===== src/rtl/jtframe_serjoy.sv =====
// Serial joystick reader for chained 74HC165-style pads on the user port.
// Scans PLAYERS*BITS buttons through joy_load/joy_clk/joy_data and publishes them on joys.
module jtframe_serjoy #(
  parameter int unsigned PLAYERS = 2,
  parameter int unsigned BITS    = 12,
  parameter int unsigned CLKDIV  = 8,
  parameter int unsigned GAP     = 64,
  parameter int unsigned INVERT  = 1
) (
  input  logic                      clk,
  input  logic                      rst_n,
  input  logic                      enable,
  input  logic [PLAYERS-1:0]        player_mask,
  input  logic                      joy_data,
  output logic                      joy_clk,
  output logic                      joy_load,
  output logic [PLAYERS*BITS-1:0]   joys,
  output logic                      joy_vld,
  output logic                      busy
);

  localparam int unsigned N  = PLAYERS * BITS;
  localparam int unsigned BW = $clog2(N + 1);

  localparam logic [7:0]    DivLast = 8'(CLKDIV - 1);
  localparam logic [7:0]    GapLast = 8'((GAP == 0) ? 0 : GAP - 1);
  localparam logic [BW-1:0] BitLast = BW'(N - 1);

  typedef enum logic [2:0] {
    StIdle,
    StLoad,
    StLow,
    StHigh,
    StDone,
    StGap
  } state_e;

  state_e          state_q, state_d;
  logic [7:0]      phase_q, phase_d;
  logic [BW-1:0]   bit_q, bit_d;
  logic [N-1:0]    raw_q, raw_d;
  logic [N-1:0]    joys_q, joys_d;
  logic [1:0]      sync_q;
  logic            sd;
  logic            vld_d, vld_q;
  logic            joy_clk_q, joy_load_q, busy_q;
  logic            phase_last;
  logic [N-1:0]    mask_vec;
  logic [N-1:0]    raw_pol;

  assign sd = sync_q[1];

  always_comb begin
    mask_vec = '0;
    for (int unsigned p = 0; p < PLAYERS; p++) begin
      mask_vec[p*BITS +: BITS] = {BITS{player_mask[p]}};
    end
  end

  assign raw_pol    = (INVERT != 0) ? ~raw_q : raw_q;
  assign phase_last = (phase_q == DivLast);

  always_comb begin
    state_d = state_q;
    phase_d = phase_q;
    bit_d   = bit_q;
    raw_d   = raw_q;
    joys_d  = joys_q;
    vld_d   = 1'b0;

    unique case (state_q)
      StIdle: begin
        phase_d = '0;
        bit_d   = '0;
        if (enable) state_d = StLoad;
      end
      StLoad: begin
        if (phase_last) begin
          state_d = StLow;
          phase_d = '0;
          bit_d   = '0;
        end else begin
          phase_d = phase_q + 8'd1;
        end
      end
      StLow: begin
        if (phase_last) begin
          // Last LOW cycle gives the chain the most settling time before sampling
          for (int unsigned i = 0; i < N; i++) begin
            if (bit_q == BW'(i)) raw_d[i] = sd;
          end
          state_d = StHigh;
          phase_d = '0;
        end else begin
          phase_d = phase_q + 8'd1;
        end
      end
      StHigh: begin
        if (phase_last) begin
          phase_d = '0;
          if (bit_q == BitLast) begin
            state_d = StDone;
          end else begin
            bit_d   = bit_q + BW'(1);
            state_d = StLow;
          end
        end else begin
          phase_d = phase_q + 8'd1;
        end
      end
      StDone: begin
        joys_d  = raw_pol & mask_vec;
        vld_d   = 1'b1;
        phase_d = '0;
        state_d = (GAP == 0) ? StLoad : StGap;
      end
      StGap: begin
        if (phase_q == GapLast) begin
          state_d = StLoad;
          phase_d = '0;
        end else begin
          phase_d = phase_q + 8'd1;
        end
      end
      default: begin
        state_d = StIdle;
        phase_d = '0;
        bit_d   = '0;
      end
    endcase

    // Disable aborts any scan in progress; a partial scan is never published
    if (!enable) begin
      state_d = StIdle;
      phase_d = '0;
      bit_d   = '0;
      joys_d  = '0;
      vld_d   = 1'b0;
    end
  end

  always_ff @(posedge clk or negedge rst_n) begin
    if (!rst_n) begin
      state_q    <= StIdle;
      phase_q    <= '0;
      bit_q      <= '0;
      raw_q      <= '0;
      joys_q     <= '0;
      sync_q     <= '0;
      vld_q      <= 1'b0;
      joy_clk_q  <= 1'b0;
      joy_load_q <= 1'b1;
      busy_q     <= 1'b0;
    end else begin
      state_q    <= state_d;
      phase_q    <= phase_d;
      bit_q      <= bit_d;
      raw_q      <= raw_d;
      joys_q     <= joys_d;
      sync_q     <= {sync_q[0], joy_data};
      vld_q      <= vld_d;
      // Pin levels are registered from the next state so they line up with it glitch-free
      joy_clk_q  <= (state_d == StHigh);
      joy_load_q <= (state_d != StLoad);
      busy_q     <= (state_d == StLoad) || (state_d == StLow) ||
                    (state_d == StHigh) || (state_d == StDone);
    end
  end

  assign joy_clk  = joy_clk_q;
  assign joy_load = joy_load_q;
  assign joys     = joys_q;
  assign joy_vld  = vld_q;
  assign busy     = busy_q;

endmodule


===== config.mk =====
export PLATFORM = sky130hd
export DESIGN_NAME = jtframe_serjoy
export DESIGN_NICKNAME = d
export VERILOG_FILES = /design/src/rtl/jtframe_serjoy.sv
export SDC_FILE = /design/constraint.sdc
export NUM_CORES = 1
export LEC_CHECK = 0
export CORE_MARGIN = 4
export CORE_UTILIZATION = 45
export CTS_BUF_LIST = sky130_fd_sc_hd__clkbuf_4
export DETAILED_ROUTE_END_ITERATION = 10
export MAX_ROUTING_LAYER = met4
export PLACE_DENSITY = 0.72
export SLEW_MARGIN = 25
export SYNTH_ARGS = -nofsm -noshare
export SYNTH_HDL_FRONTEND = slang
export SYNTH_SLANG_ARGS = --single-unit

===== constraint.sdc =====
create_clock -name clk -period 2.6 [get_ports clk]
set_input_delay 0.26 -clock clk [delete_from_list [all_inputs] [get_ports clk]]
set_output_delay 0.26 -clock clk [all_outputs]
set_load 0.01 [all_outputs]

---- Word level (Yosys, flattened, before mapping) ----
Index checks and enable logic that the tools add are counted.
cells by class
  reduce and logical (&&, ||, !) cells .... 32
  mux-type cells .......................... 20
  $add $sub $neg .......................... 2
  bitwise logic cells ..................... 2
  equality and inequality tests ........... 40
operators with widths
  operator               count
  $reduce_and A3 Y1      24
  $mux W24               2
  $eq A5 B4 Y1 const B   8
  $eq A5 B5 Y1 const B   8
  $and A24 B24 Y24       1
  $mux W8                3
  $not A24 Y24           1
  $eq A5 B3 Y1 const B   4
  $mux W5                4
  $mux W3                6
  $pmux W3 S6            1
  $pmux W8 S2            1
  $pmux W5 S3            1
  $eq A3 B2 Y1 const B   4
  $eq A5 B2 Y1 const B   2
  $eq A3 B3 Y1 const B   3
  $ne A3 B3 Y1 const B   3
  $add A8 B1 Y8 const B  1
  $eq A8 B3 Y1 const B   1
  $eq A8 B6 Y1 const B   1
  $eq A3 B1 Y1 const B   2
  $reduce_or A3 Y1       2
  $add A5 B1 Y5 const B  1
  $eq A5 B1 Y1 const B   1
  other kinds (8)        11
word-level totals
  logic and storage cells ................. 129
  input port bits ......................... 6
  register bits ........................... 70
  output and inout bits ................... 28

---- Longest topological paths before layout ----
  depth after elaboration ................. 9
  depth in mapped cells ................... 7
  gate-level depth less buffers ........... 6

---- Worst setup path before layout ----
OpenSTA, ideal clock, no wires.
  path type ............................... register -> register
  from .................................... register phase_q[0]
  to ...................................... register raw_q[4]
  period minus slack after synthesis ...... 1.991 ns
  data arrival time ....................... 1.863 ns
  path slack .............................. 0.609 ns
  data required time ...................... 2.472 ns
  cell stages (with the launch flop) ...... 7
  setup time .............................. 0.128 ns
  path buffers ............................ 0
  cells stage by stage .................... dfrtp_1 > ha_1 > and4bb_4 > nand3_4 > or4_4 > nor2_1 > mux2_1
on the way
  longest elaborated chain between the ends .. 2
RTL lines
  what                                RTL line  text
  start, declared                     39        logic [7:0] phase_q, phase_d;
  start signal, assigned              156       phase_q <= phase_d;
  $eq A8 B3 Y1                        61        assign phase_last = (phase_q == DivLast);
  $reduce_and A3 Y1 (no source line)  --
  end signal, assigned                158       raw_q <= raw_d;
  end, declared                       41        logic [N-1:0] raw_q, raw_d;
Every way passes these cells.
A chain may end at the register's enable or synchronous reset.

---- Worst setup path after layout ----
Same ends and word-level chain as after synthesis.

==> impl_metrics.ini <==
[power]
switching_share_pct = 22.45
ir_worst_vdd_uv = 182.2
cellInternalPower_mw = 1.497
seq_power_share_pct = 57.1
power_switching_mw = 0.4333
p_leak_nw = 1.588
p_clk_share_pct = 39.7
p_comb_share_pct = 3.2
power_density_nw_per_um2 = 532.7

[outcome]
status = finished clean

[cells_and_area]
multi_input_area_um2 = 1226
num_antenna_cells = 0
fin_area_um2 = 3623
nFillCells = 539
drive_gt1_share_pct = 15.00
layout.cells.non_filler = 397
syn2layout_area_growth_pct = 17.87
layout.nets = 327
layout.area.seq_um2 = 1753
final_util_pct = 55.79

[floorplan]
rows = 29
initial_core_util_pct = 47.33
core_area_um2 = 6495
die_w_um = 90.66
die_h_um = 90.66
die_area_um2 = 8218
ios = 34

[clock_network]
post_cts_buffers = 0
cts_sinks = 70
clkLatencyLatePin_ps = 420
cts_buffers = 9
cts_root_buffer = clkbuf_4
h-tree-depth = 3
cts_tree = built
clk_path_buf_depth = 2
clkTransAtPathRegs_ps = 120

[critical_path]
worstSetupStartpointType = register
cp_max_fo = 11
crit_chain = ha_1 > and4bb_4 > nand3_4 > or4_4 > nor2_1 > mux2_1
arrival_ps = 2520
crit_required_ps = 2910
end_kind = register
max_stage_delay_ps = 550
reg2reg_depth = 6
cp.depth = 6
crit_type = reg2reg
path_delay_family = simple AND/OR/NAND/NOR gates
critPathBufInv = 0
cpMaxStageDelayCell = or4_4

[timing]
final_hold_viol_count = 0
clock_skew_ps = 10.09
rsz0062_at_grt = no
finalCritPeriodShare_pct = 84.95
setup_viol_count_final = 0
fmax_mhz = 452.7
tightest_slew_ps = 704.0
final-max-slew-violation-count = 0
fin_setup_tns_ps = 0
relSlewSlack_pct = 52.64
period_minus_slack_ps = 2209

[synthesis]
yosysSeqAreaShare_pct = 57.02
netlist_area_um2 = 3074
synth_seq_cells = 70
yosys.cell_types.count = 42
synth_nets = 291
async_flop_share_pct = 100.0
post-synth-top-count-cell = dfrtp_1
yosys_warnings = 0
syn_area_per_cell_um2 = 11.02
netlist.area_leader.share_pct = 56.17
yosys.area.top_type = dfrtp_1
yosys-top-cells-area = dfrtp_1 (56%), mux2_2 (5.9%), nand2_1 (4.4%)
syn_inst = 279
synth_edf_count = 0
synthFlopType = dfrtp_1
synth_common_cells = dfrtp_1 (69), nand2_1 (36), o21ai_0 (27), nor2_1 (23), nand3_1 (20)

[detailed_routing]
dr.first_iter.drc_count = 77
detail_route.wl_per_cell_um = 14.53
finalWirelength_mm = 5.770
drt_pre_antenna_iters = 4
vias = 2138
route.detailed.drc = 0
vias_per_cell = 5.385
drtAntennaViolNets = 0

[worst_hold_path]
hold_class = in2reg
whs_path_depth = 1

[grt]
grt_pass1_vias = 2108
grt_usage_pct = 16.04
grt_max_degree = 31
grt_pass1_wl_mm = 10.15
antenna_found_initial = 0
overflow = 0

[placed_design]
place_area_um2 = 3457
dp.cells = 380
dp_hpwl_mm = 4.137
gp_congestion = 0.8653
io_buffers = 33

[flow_run]
cap_violations = 0
layer usage:
metal	global-route usage, %	share of wire (%)	vias to the layer above	wire length [um]
li1	-	-	1050	-
met1	20.81	47	1033	2716
met2	23.59	47	44	2697
met3	3.583	3.8	11	220
met4	8.291	2.4	0	136
met5	-	0	-	0
path summary, 6_finish.rpt:
kind | from | slack, ps | to
worst min register to register | sync_q[0]$_DFF_PN0_ | 370 | sync_q[1]$_DFF_PN0_
max in group asynchronous | rst_n | 1480 | raw_q[2]$_DFFE_PN0P_
worst max-delay path | phase_q[0]$_DFF_PN0_ | 390 | raw_q[4]$_DFFE_PN0P_
min in group asynchronous | rst_n | 400 | phase_q[0]$_DFF_PN0_
worst min-delay path | joy_data | 270 | sync_q[0]$_DFF_PN0_
worst max register to register | phase_q[0]$_DFF_PN0_ | 390 | raw_q[4]$_DFFE_PN0P_
flip-flops by register name, indices dropped and copies added, names as in the netlist:
register / count
bit_q: 5
raw_q: 24
sync_q: 2
joy_load: 1
joy_clk: 1
joys: 24
state_q: 3
busy: 1
joy_vld: 1
phase_q: 8
worst register-to-register path: cells and delay by family, from the launching register on:
kind,cells,cell delay (ps)
multiplexers,1,330
adder cells (fa/ha/maj),1,220
flip-flops,1,400
AND/OR/NAND/NOR,4,1150
cell usage in the layout, fill, tap and decap left out, types with 2 or more instances in the layout:
cell             count
nor3_1               9
mux2_2              16
inv_1                7
nor4b_1              2
a21oi_1              3
dfrtp_1             69
nand3_1             20
clkinvlp_4           2
a31oi_1              3
xnor2_1              3
o21ai_0             27
or2_2                2
bufinv_16            2
nor4_1               2
nor4_4               2
nor2b_1              3
mux2_1               8
nand4_1              2
clkdlybuf4s50_1     32
clkinv_2             2
xor2_1               3
nor2_1              23
buf_4                4
nand2_1             36
o31ai_1              2
clkbuf_4             9
ha_1                 6
through the flow:
step                worst slack (ps)  total power, mW  hold WS [ps]
finish                         391.2            1.930         269.4
global route                   240.4            2.005         236.5
CTS                            389.4            1.953         238.7
detailed placement             176.9            1.186         338.0
global placement               312.2            1.185         321.9
floorplan                      609.5            1.144        -35.59
power groups by stage:
stage	Sequential [mW]	Clock [mW]	Combinational, mW
after floorplan	1.12	0	0.0249
final	1.10	0.766	0.0613
after CTS	1.10	0.787	0.0634
after global placement	1.12	0	0.0619
after global routing	1.10	0.829	0.0709
after detailed placement	1.12	0	0.0622
final cells by class:
cell class                      count  share of cell area (%)
Sequential cell                    70                   48.38
Multi-Input combinational cell    189                   33.84
Timing Repair Buffer               38                   10.08
Tap cell                           77                   2.659
Clock inverter                      7                   2.452
Clock buffer                        9                   1.865
Inverter                            7                  0.7251
cells by family after synthesis:
| family | after synthesis | synth area share [%] |
|---|---|---|
| AO/OA/AOI/OAI | 42 | 7.896 |
| adder cells (fa/ha/maj) | 6 | 2.442 |
| XOR/XNOR | 6 | 1.710 |
| buffers and inverters | 20 | 3.093 |
| flip-flops | 70 | 57.02 |
| multiplexers | 24 | 8.791 |
| AND/OR/NAND/NOR | 111 | 19.05 |
what timing repair did:
item / 4_1_cts / 5_1_grt
hold buffers: 1 / 0
resized for setup: 0 / 0
endpoints found under the hold margin: 26 / 0
Note: power is estimated with default switching activity, not from simulation.
